--- src/rtl/gauss_kernel_bank.sv ---
// gauss_kernel_bank: double-buffered, runtime-loadable KSIZE x KSIZE coefficient store.
// A kernel is streamed into the shadow bank while the active bank serves random reads
// and raster-order streaming. A commit swaps the banks atomically. If a stream is
// running, the swap is deferred until the stream's last beat is accepted.
// Optional feature: define KERNEL_SUM_EN to add the coef_sum output, which reports the
// sum of the active coefficients.
module gauss_kernel_bank #(
    parameter int KSIZE = 5,
    parameter int CW    = 8,
    localparam int IW   = $clog2(KSIZE),
    localparam int NC   = KSIZE * KSIZE,
    localparam int SW   = CW + $clog2(NC)
) (
    input  logic          clk,
    input  logic          rst_n,
    input  logic          ld_valid,
    input  logic [CW-1:0] ld_data,
    output logic          ld_ready,
    output logic          ld_done,
    input  logic          commit,
    input  logic          rd_v,
    input  logic [IW-1:0] MX1,
    input  logic [IW-1:0] MY1,
    output logic [CW-1:0] gauss_data,
    output logic          rd_ok,
    input  logic          st_start,
    output logic          st_valid,
    output logic [CW-1:0] st_data,
    output logic          st_last,
    input  logic          st_ready,
    output logic          busy
`ifdef KERNEL_SUM_EN
    ,
    output logic [SW-1:0] coef_sum
`endif
);

    localparam int AW      = $clog2(NC);
    localparam int CTR_IDX = (KSIZE / 2) * KSIZE + KSIZE / 2;
    localparam logic [AW-1:0] LAST = AW'(NC - 1);
    localparam logic [IW:0]   KLIM = (IW + 1)'(KSIZE);

    localparam logic [0:0] ST_IDLE   = 1'b0;
    localparam logic [0:0] ST_STREAM = 1'b1;

    // Two physical banks; sel chooses the active one, the other one is the shadow
    logic [CW-1:0] bank_a [NC];
    logic [CW-1:0] bank_b [NC];
    logic          sel;
    logic          pending;
    logic [0:0]    state;
    logic [AW-1:0] ld_cnt;
    logic [AW-1:0] st_idx;

    logic          ld_acc;
    logic          commit_acc;
    logic          last_hs;
    logic          do_toggle;
    logic          new_sel;
    logic          rd_in_range;
    logic [AW-1:0] rd_addr;
    logic [AW-1:0] next_idx;
    logic [CW-1:0] rd_word;
    logic [CW-1:0] next_word;
    logic [CW-1:0] first_word;

    assign ld_ready = ~ld_done;
    assign st_valid = (state == ST_STREAM);
    assign busy     = (state == ST_STREAM) || pending;

    // Handshake decode, bank swap decision and read-address generation
    always_comb begin
        ld_acc      = ld_valid && !ld_done;
        commit_acc  = commit && ld_done && !pending;
        last_hs     = (state == ST_STREAM) && st_ready && st_last;
        do_toggle   = (commit_acc && (state == ST_IDLE)) ||
                      (last_hs && (pending || commit_acc));
        new_sel     = sel ^ do_toggle;
        rd_in_range = ({1'b0, MX1} < KLIM) && ({1'b0, MY1} < KLIM);
        rd_addr     = rd_in_range ? (AW'(MX1) * AW'(KSIZE) + AW'(MY1)) : '0;
        next_idx    = (st_idx == LAST) ? '0 : st_idx + AW'(1);
        rd_word     = sel ? bank_b[rd_addr] : bank_a[rd_addr];
        next_word   = sel ? bank_b[next_idx] : bank_a[next_idx];
        first_word  = new_sel ? bank_b[0] : bank_a[0];
    end

    // Coefficient storage: reset to identity in bank A, accepted beats go to the shadow
    always_ff @(posedge clk) begin
        if (!rst_n) begin
            for (int i = 0; i < NC; i++) begin
                bank_a[i] <= (i == CTR_IDX) ? CW'(1) : '0;
                bank_b[i] <= '0;
            end
        end else if (ld_acc) begin
            if (sel) begin
                bank_a[ld_cnt] <= ld_data;
            end else begin
                bank_b[ld_cnt] <= ld_data;
            end
        end
    end

    // Load counter and the "shadow full, awaiting commit" flag
    always_ff @(posedge clk) begin
        if (!rst_n) begin
            ld_cnt  <= '0;
            ld_done <= 1'b0;
        end else if (do_toggle) begin
            ld_cnt  <= '0;
            ld_done <= 1'b0;
        end else if (ld_acc) begin
            if (ld_cnt == LAST) begin
                ld_done <= 1'b1;
            end else begin
                ld_cnt <= ld_cnt + AW'(1);
            end
        end
    end

    // Bank select and the deferred commit held while a stream is running
    always_ff @(posedge clk) begin
        if (!rst_n) begin
            sel     <= 1'b0;
            pending <= 1'b0;
        end else begin
            sel <= new_sel;
            if (do_toggle) begin
                pending <= 1'b0;
            end else if (commit_acc && (state == ST_STREAM)) begin
                pending <= 1'b1;
            end
        end
    end

    // Registered random read from the bank that was active before this edge
    always_ff @(posedge clk) begin
        if (!rst_n) begin
            gauss_data <= '0;
            rd_ok      <= 1'b0;
        end else if (rd_v) begin
            gauss_data <= rd_in_range ? rd_word : '0;
            rd_ok      <= rd_in_range;
        end else begin
            rd_ok <= 1'b0;
        end
    end

    // Stream FSM: beat 0 is taken from the bank active after any same-edge commit
    always_ff @(posedge clk) begin
        if (!rst_n) begin
            state   <= ST_IDLE;
            st_idx  <= '0;
            st_data <= '0;
            st_last <= 1'b0;
        end else if (state == ST_IDLE) begin
            if (st_start) begin
                state   <= ST_STREAM;
                st_idx  <= '0;
                st_data <= first_word;
                st_last <= 1'b0;
            end
        end else if (st_ready) begin
            if (st_last) begin
                state   <= ST_IDLE;
                st_idx  <= '0;
                st_data <= '0;
                st_last <= 1'b0;
            end else begin
                st_idx  <= next_idx;
                st_data <= next_word;
                st_last <= (next_idx == LAST);
            end
        end
    end

`ifdef KERNEL_SUM_EN
    logic [SW-1:0] shadow_sum;

    // Running sum of the shadow bank, published to coef_sum when the banks swap
    always_ff @(posedge clk) begin
        if (!rst_n) begin
            shadow_sum <= '0;
            coef_sum   <= SW'(1);
        end else if (do_toggle) begin
            coef_sum   <= shadow_sum;
            shadow_sum <= '0;
        end else if (ld_acc) begin
            shadow_sum <= shadow_sum + SW'(ld_data);
        end
    end
`endif

endmodule

--- config.mk ---
export PLATFORM = sky130hd
export DESIGN_NAME = gauss_kernel_bank
export DESIGN_NICKNAME = d
export VERILOG_FILES = /design/src/rtl/gauss_kernel_bank.sv
export SDC_FILE = /design/constraint.sdc
export NUM_CORES = 1
export LEC_CHECK = 0
export ABC_AREA = 1
export ABC_CLOCK_PERIOD_IN_PS = 4850
export CORE_AREA = 4 4 365 367
export DETAILED_ROUTE_END_ITERATION = 7
export DIE_AREA = 0 0 369 371
export GPL_TIMING_DRIVEN = 0
export PLACE_DENSITY = 0.34
export SLEW_MARGIN = 15
export SYNTH_ARGS = -nofsm -noshare
export SYNTH_HDL_FRONTEND = slang
export SYNTH_SLANG_ARGS = --single-unit
--- constraint.sdc ---
create_clock -name clk -period 4.85 [get_ports clk]
set_input_delay 0.7275 -clock clk [delete_from_list [all_inputs] [get_ports clk]]
set_output_delay 0.7275 -clock clk [all_outputs]
set_load 0.01 [all_outputs]
==> results.py, run 1 <==
metrics = {
    "global_routing": {
        "grt-busiest-layer": "met2",
        "grt-ovfl-total": 0,
        "use_met3_pct": 6.14,
        "grt_pass1_wl_um": 262000,
        "met1_usage_pct": 37.6,
        "track_usage_pct": 28.7,
        "grt_max_degree": 16,
        "grt.met2_usage_pct": 43.3,
        "antenna_found_initial": 10,
        "grt_pass1_vias": 28200,
    },
    "clock_network": {
        "path_clk_slew_ns": 0.06,
        "htreeDepth": 3,
        "cts_buffers": 71,
        "root_buffer": "clkbuf_16",
        "cts.sinks": 544,
        "worstSkewPairLatency_ns": 0.69,
        "cts_buffer_depth": 3,
        "cts_tree": "done",
        "post_cts_buffers": 0,
    },
    "finish": {
        "mostFrequentLayoutCell": "nand2_1",
        "final_nets": 3798,
        "final_cell_mix": "nand2_1 (1082), nand3_1 (1048), edfxtp_1 (512), nor2_1 (469), clkbuf_1 (121)",
        "finalNonFillerCells": 5562,
        "syn2layout_area_growth_pct": 17.0,
        "drive_gt1_share_pct": 7.57,
    },
    "yosys": {
        "syn_area_um2": 29700,
        "synthArstFlopShare_pct": 0,
        "synthFlopType": "edfxtp_1",
        "yosys_register_bits": 544,
        "yosys_warnings": 0,
        "synth_cell_types": 32,
        "netlist_instances": 3648,
        "synth-edff-count": 512,
        "synthesis.nets": 3684,
        "ys_seq_area_share_pct": 54.0,
        "syn_area_per_cell_um2": 8.13,
    },
    "place": {
        "io_buffers": 41,
        "gp_congestion": 0.989,
        "dp.cells": 5431,
        "hpwl_um": 150000,
    },
    "critical_path": {
        "max_stage_delay_ns": 0.62,
        "critPathTopFamily": "buffers and inverters",
        "crit_slowest_cell": "clkdlybuf4s15_2",
        "crit_arrival_ns": 5.43,
        "critPathKind": "register to register",
        "cpMostUsedCell": "nand3_1",
        "worstSetupStartpointType": "register",
        "crit_chain": "clkinv_1, clkbuf_2, ha_1, clkbuf_1, clkbuf_1, clkdlybuf4s15_2, nand3_1, nand3_1, nand3_1, nand3_1, nand3_1, nand3_1, a21oi_1",
        "reg2reg_from": "st_idx[0]$_SDFFE_PN0P_",
        "worstSetupEndpointType": "register",
        "startpoint": "st_idx[0]$_SDFFE_PN0P_",
        "crit_fanout": 10,
        "critPathBufInv": 5,
        "cp_data_required_time_ns": 5.41,
    },
    "sta": {
        "period_share_pct": 100,
        "fmax_mhz": 205,
        "layout_setup_ws_ns": -0.0179,
        "rsz0062_at_grt": "yes",
        "hold_viol": 0,
        "setup_viol": 2,
        "min_period_ns": 4.87,
        "worstMarginPinSlew_ns": 1.34,
        "skew_ns": 0.0295,
        "timing.hold.ws_ns": 0.468,
        "drv_slew": 0,
        "slew_headroom_pct": 11.0,
    },
    "power_and_ir_drop": {
        "p_per_area_nw_per_um2": 388,
        "peakVddDrop_uv": 214,
        "p_leak_nw": 13.3,
    },
    "routing": {
        "wl_per_cell_um": 36.2,
        "dr.pass1.iters": 8,
        "drtIter0Drc": 4615,
        "wirelength_um": 201000,
        "drc": 0,
        "vias_per_cell": 5.39,
        "drtAntennaViolNets": 0,
        "dr_total_vias": 30000,
    },
    "floorplanning": {
        "io_pins": 43,
        "rows": 132,
        "dieArea_um2": 137000,
        "die_w_um": 369,
        "coreArea_um2": 129000,
        "dieHeight_um": 371,
        "start_util_pct": 22.9,
    },
    "hold_path": {
        "hold_start": "gauss_data[1]$_SDFFE_PN0P_",
        "holdCritPathClass": "register to register",
    },
    "job": {
        "max_cap_violations": 0,
    },
    "outcome": {
        "outcome": "finished, violations left",
        "violations": "negative setup slack",
    },
}
-- through the flow --
step / instance area, um^2 / power, mW / setup TNS (ns) / utilization (%) / setup WS (ns)
after detailed placement: 32300 / 7.81 / -5.82 / 24.9 / -0.485
after floorplan: 29700 / 6.49 / 0 / - / 1.84
after global placement: 32300 / 7.82 / -5.72 / 24.9 / -0.505
after CTS: 34700 / 13.4 / 0 / 26.8 / 0.0134
final: 34700 / 13.5 / -0.0289 / 26.8 / -0.0179
after global routing: 34700 / 13.7 / -0.0112 / 26.8 / -0.0112
-- what timing repair did --
item | 4_1_cts | 5_1_grt
hold buffers | 0 | 0
setup endpoints to repair | 8 | 7
hold endpoints to repair | 0 | 0
resized for setup | 8 | 20
-- worst register-to-register path, stage by stage (launching register included) --
cell and delay, ns:
dfxtp_1 0.39, clkinv_1 0.23, clkbuf_2 0.50, ha_1 0.47
clkbuf_1 0.29, clkbuf_1 0.53, clkdlybuf4s15_2 0.63, nand3_1 0.37
nand3_1 0.24, nand3_1 0.28, nand3_1 0.17, nand3_1 0.21
nand3_1 0.31, a21oi_1 0.11
-- synthesized netlist by cell type, types with 2 or more instances --
library cell	number	area, um^2
nand2_1	1082	4060
nand3_1	1048	5250
edfxtp_1	512	15400
nor2_1	471	1770
clkbuf_1	141	529
buf_2	100	500
inv_1	66	248
nand4_1	41	257
dfxtp_1	32	641
a21oi_1	29	145
o21ai_0	26	130
buf_4	22	165
buf_1	16	60.1
ha_1	14	175
o211ai_1	12	90.1
nor3_1	6	30.0
clkinv_1	5	18.8
buf_6	4	45.0
inv_2	3	11.3
or2_2	3	18.8
nor2_2	2	12.5
o21ai_4	2	32.5
xor2_1	2	17.5
-- report_power, final --
group / leakage, nW / switching, mW / internal [mW] / total (mW)
logic: 6.75 / 1.95 / 0.491 / 2.44
registers: 5.40 / 0.116 / 5.27 / 5.38
clock network: 1.15 / 2.32 / 3.33 / 5.64
total: 13.3 / 4.38 / 9.09 / 13.5
-- area by class of cell --
type                    count  area, um^2
fillers                 14200       94800
flip-flops and latches    544       16000
repair buffers             41         410
clock buffers              90        1910
inverters                  74         278
clock inverters            39         469
multi-input cells        2747       12100
well taps                1742        2180
plain buffers             283        1370
diodes                      2        5.00
-- cell families (layout without fill, tap and decap cells) --
kind of cell | count (synthesis) | in the layout | synth area share (%)
simple gates | 2657 | 2657 | 38.5
flops | 544 | 544 | 54.0
buf+inv | 357 | 527 | 5.32
compound gates | 73 | 73 | 1.44
fa+ha+maj | 15 | 15 | 0.658
xor+xnor | 2 | 2 | 0.0591
other cells | 0 | 2 | 0
-- per-layer routing --
layer | part of all wire (%) | wire length (um) | up-vias
met1 | 41 | 82700 | 15000
li1 | - | - | 12700
met3 | 9.1 | 18400 | 450
met2 | 43 | 85800 | 1812
met4 | 7.2 | 14400 | 0
met5 | 0 | 0 | -
-- flip-flops by register name, summed over array words and instances (netlist names) --
name and count:
st_data 8, pending 1, bank_b 256, rd_ok 1
st_idx 5, gauss_data 8, ld_cnt 5, st_last 1
sel 1, ld_done 1, bank_a 256, st_valid 1
-- final timing paths --
path	endpoint	slack (ns)	cells past startpoint
setup reg to reg	st_data[4]$_SDFFE_PN0P_	-0.02	13
setup / recovery	st_data[4]$_SDFFE_PN0P_	-0.02	13
hold reg to reg	gauss_data[1]$_SDFFE_PN0P_	0.47	2
hold / removal	gauss_data[1]$_SDFFE_PN0P_	0.47	2
Power figures use the tool's default switching activity.
==> inputs of run 2 (changes only) <==
--- a/config.mk
+++ b/config.mk
@@ -7,11 +7,13 @@
 export LEC_CHECK = 0
 export ABC_AREA = 1
 export ABC_CLOCK_PERIOD_IN_PS = 4850
+export CAP_MARGIN = 20
 export CORE_AREA = 4 4 365 367
 export DETAILED_ROUTE_END_ITERATION = 7
 export DIE_AREA = 0 0 369 371
 export GPL_TIMING_DRIVEN = 0
 export PLACE_DENSITY = 0.34
+export REMOVE_ABC_BUFFERS = 1
 export SLEW_MARGIN = 15
 export SYNTH_ARGS = -nofsm -noshare
 export SYNTH_HDL_FRONTEND = slang
==> run 2 against run 1 <==
Against the previous run: the flow now finishes without violations; largest cell class unchanged; combinational power down 14%; total power down 4.0%; critical path type is now input pin to register; utilization up 0.27 points; highest routed layer is now met5; fmax up 1.0%; critical path depth up 2; clock power down 3%; worst hold slack worse by 0.0013 ns.
==> results.py, run 2 (same netlist as run 1, synthesis figures left out) <==
metrics = {
    "finish": {
        "syn2layout_area_growth_pct": 18.2,
        "postLayoutCoreUtil_pct": 27.1,
        "final_nets": 3587,
        "mostFrequentLayoutCell": "nand2_1",
        "final_cell_mix": "nand2_1 (1081), nand3_1 (1046), edfxtp_1 (512), nor2_1 (465), clkbuf_16 (76)",
        "fillers": 13800,
        "top_regs": "bank_a: 256 flops, bank_b: 256 flops",
        "fin_area_um2": 35100,
        "drive_gt1_share_pct": 6.02,
    },
    "global_routing": {
        "grt_pass1_wl_um": 200000,
        "track_usage_pct": 20.3,
        "grt-ovfl-total": 0,
        "antenna_found_initial": 1,
        "grt_pass1_vias": 25200,
        "grt_max_degree": 92,
    },
    "place": {
        "dpl_worst_slack_ns": -1.10,
        "place_area_um2": 32600,
        "io_buffers": 42,
        "gp_congestion": 0.779,
        "hpwl_um": 90700,
    },
    "sta": {
        "hold_viol": 0,
        "layout_setup_ws_ns": 0.0325,
        "skew_ns": 0.0230,
        "period_share_pct": 99.3,
        "slew_headroom_pct": 26.8,
        "drv_slew": 0,
        "min_period_ns": 4.82,
        "setup_viol": 0,
        "fmax_mhz": 208,
        "timing.hold.ws_ns": 0.467,
        "worstMarginPinSlew_ns": 1.09,
        "rsz0062_at_grt": "yes",
        "fin_setup_tns_ns": 0,
    },
    "clock_network": {
        "htreeDepth": 3,
        "path_clk_slew_ns": 0.06,
        "cts_tree": "done",
        "cts_buffer_depth": 3,
        "hold_buffers": 0,
        "cts_buffers": 72,
        "worstSkewPairLatency_ns": 0.64,
        "root_buffer": "clkbuf_16",
        "cts.sinks": 544,
    },
    "outcome": {
        "outcome": "completed",
    },
    "critical_path": {
        "cpMostUsedCell": "nand3_1",
        "worstSetupEndpointType": "register",
        "crit_slowest_cell": "ha_4",
        "crit_chain": "clkdlybuf4s50_1, ha_4, buf_16, nand3_4, buf_16, inv_6, buf_16, nand2_1, nand3_1, nand3_1, nand3_1, nand3_1, nand3_1, nand3_1, a21oi_1",
        "cp_data_required_time_ns": 5.40,
        "worstSetupStartpointType": "input pin",
        "max_stage_delay_ns": 0.67,
        "critPathBufInv": 5,
        "crit_fanout": 63,
        "critPathTopFamily": "buffers and inverters",
        "reg2reg_setup_slack_ns": 0.21,
        "critPathKind": "input pin to register",
        "crit_arrival_ns": 5.37,
    },
    "routing": {
        "wl_per_cell_um": 26.7,
        "dr_total_vias": 26700,
        "wirelength_um": 143000,
        "vias_per_cell": 4.99,
        "drc": 0,
        "drtAntennaViolNets": 0,
        "drtIter0Drc": 2763,
        "dr.pass1.iters": 6,
    },
    "floorplanning": {
        "dieArea_um2": 137000,
        "rows": 132,
        "io_pins": 43,
        "dieHeight_um": 371,
        "coreArea_um2": 129000,
        "die_w_um": 369,
        "start_util_pct": 22.9,
    },
    "hold_path": {
        "holdCritPathClass": "register to register",
    },
    "power_and_ir_drop": {
        "p_per_area_nw_per_um2": 368,
        "p_leak_nw": 13.2,
        "peakVddDrop_uv": 226,
    },
    "job": {
        "max_cap_violations": 0,
    },
}
## run 2: cell count changes in the layout (fill, tap and decap cells not counted), moves of 10 or more
cell      change
clkbuf_1    -107
buf_2       -103
buf_16       +39
clkbuf_2     -37
buf_12       +15
buf_4        -12
inv_1        -12
buf_1        -10
## run 2: worst paths after layout
kind                                                   end  cells after the start                        from
worst min register to register  gauss_data[2]$_SDFFE_PN0P_                      2  gauss_data[2]$_SDFFE_PN0P_
worst min-delay path            gauss_data[2]$_SDFFE_PN0P_                      2  gauss_data[2]$_SDFFE_PN0P_
worst max register to register     st_data[6]$_SDFFE_PN0P_                     14      st_idx[0]$_SDFFE_PN0P_
worst max-delay path            gauss_data[0]$_SDFFE_PN0P_                     15                      MX1[0]
## run 2: layout make-up
type	instances	area [um^2]	share of cell area, %
diodes	3	7.51	0.0214
multi-input cells	2749	12200	34.8
well taps	1742	2180	6.22
clock inverters	37	333	0.949
repair buffers	110	1950	5.57
clock buffers	93	1980	5.66
inverters	74	372	1.06
flip-flops and latches	544	16000	45.7
## run 2: stage by stage
stage	total power [mW]	std cells
floorplan	6.46	3365
global placement	7.48	5149
detailed placement	7.51	5212
CTS	13.0	5345
global route	13.4	5349
finish	12.9	5352
## run 2: tightest hold or removal path, cell delays in order, from the launching register on
cell	delay, ns
dfxtp_1	0.31
nand2_1	0.06
a21oi_1	0.05
## run 2: layer usage
| layer | vias to the layer above | share of wire, % | track usage (%) |
|---|---|---|---|
| met5 | - | 0.0070 | 0 |
| met4 | 2 | 2.4 | 5.42 |
| met3 | 155 | 6.3 | 3.11 |
| met2 | 973 | 45 | 31.8 |
| met1 | 13300 | 46 | 29.0 |
| li1 | 12300 | - | - |
## run 2: power by group
part | internal, mW | switching (mW) | total (mW)
clock network | 3.20 | 2.27 | 5.47
registers | 5.26 | 0.0853 | 5.35
logic | 0.585 | 1.51 | 2.10
## run 2: repair_timing
action                                  CTS  global route
endpoints found under the setup margin   14            11
pin swaps                                 1             1
setup buffers                             1             1
gates resized for setup                   4             1
cloned                                    2             2
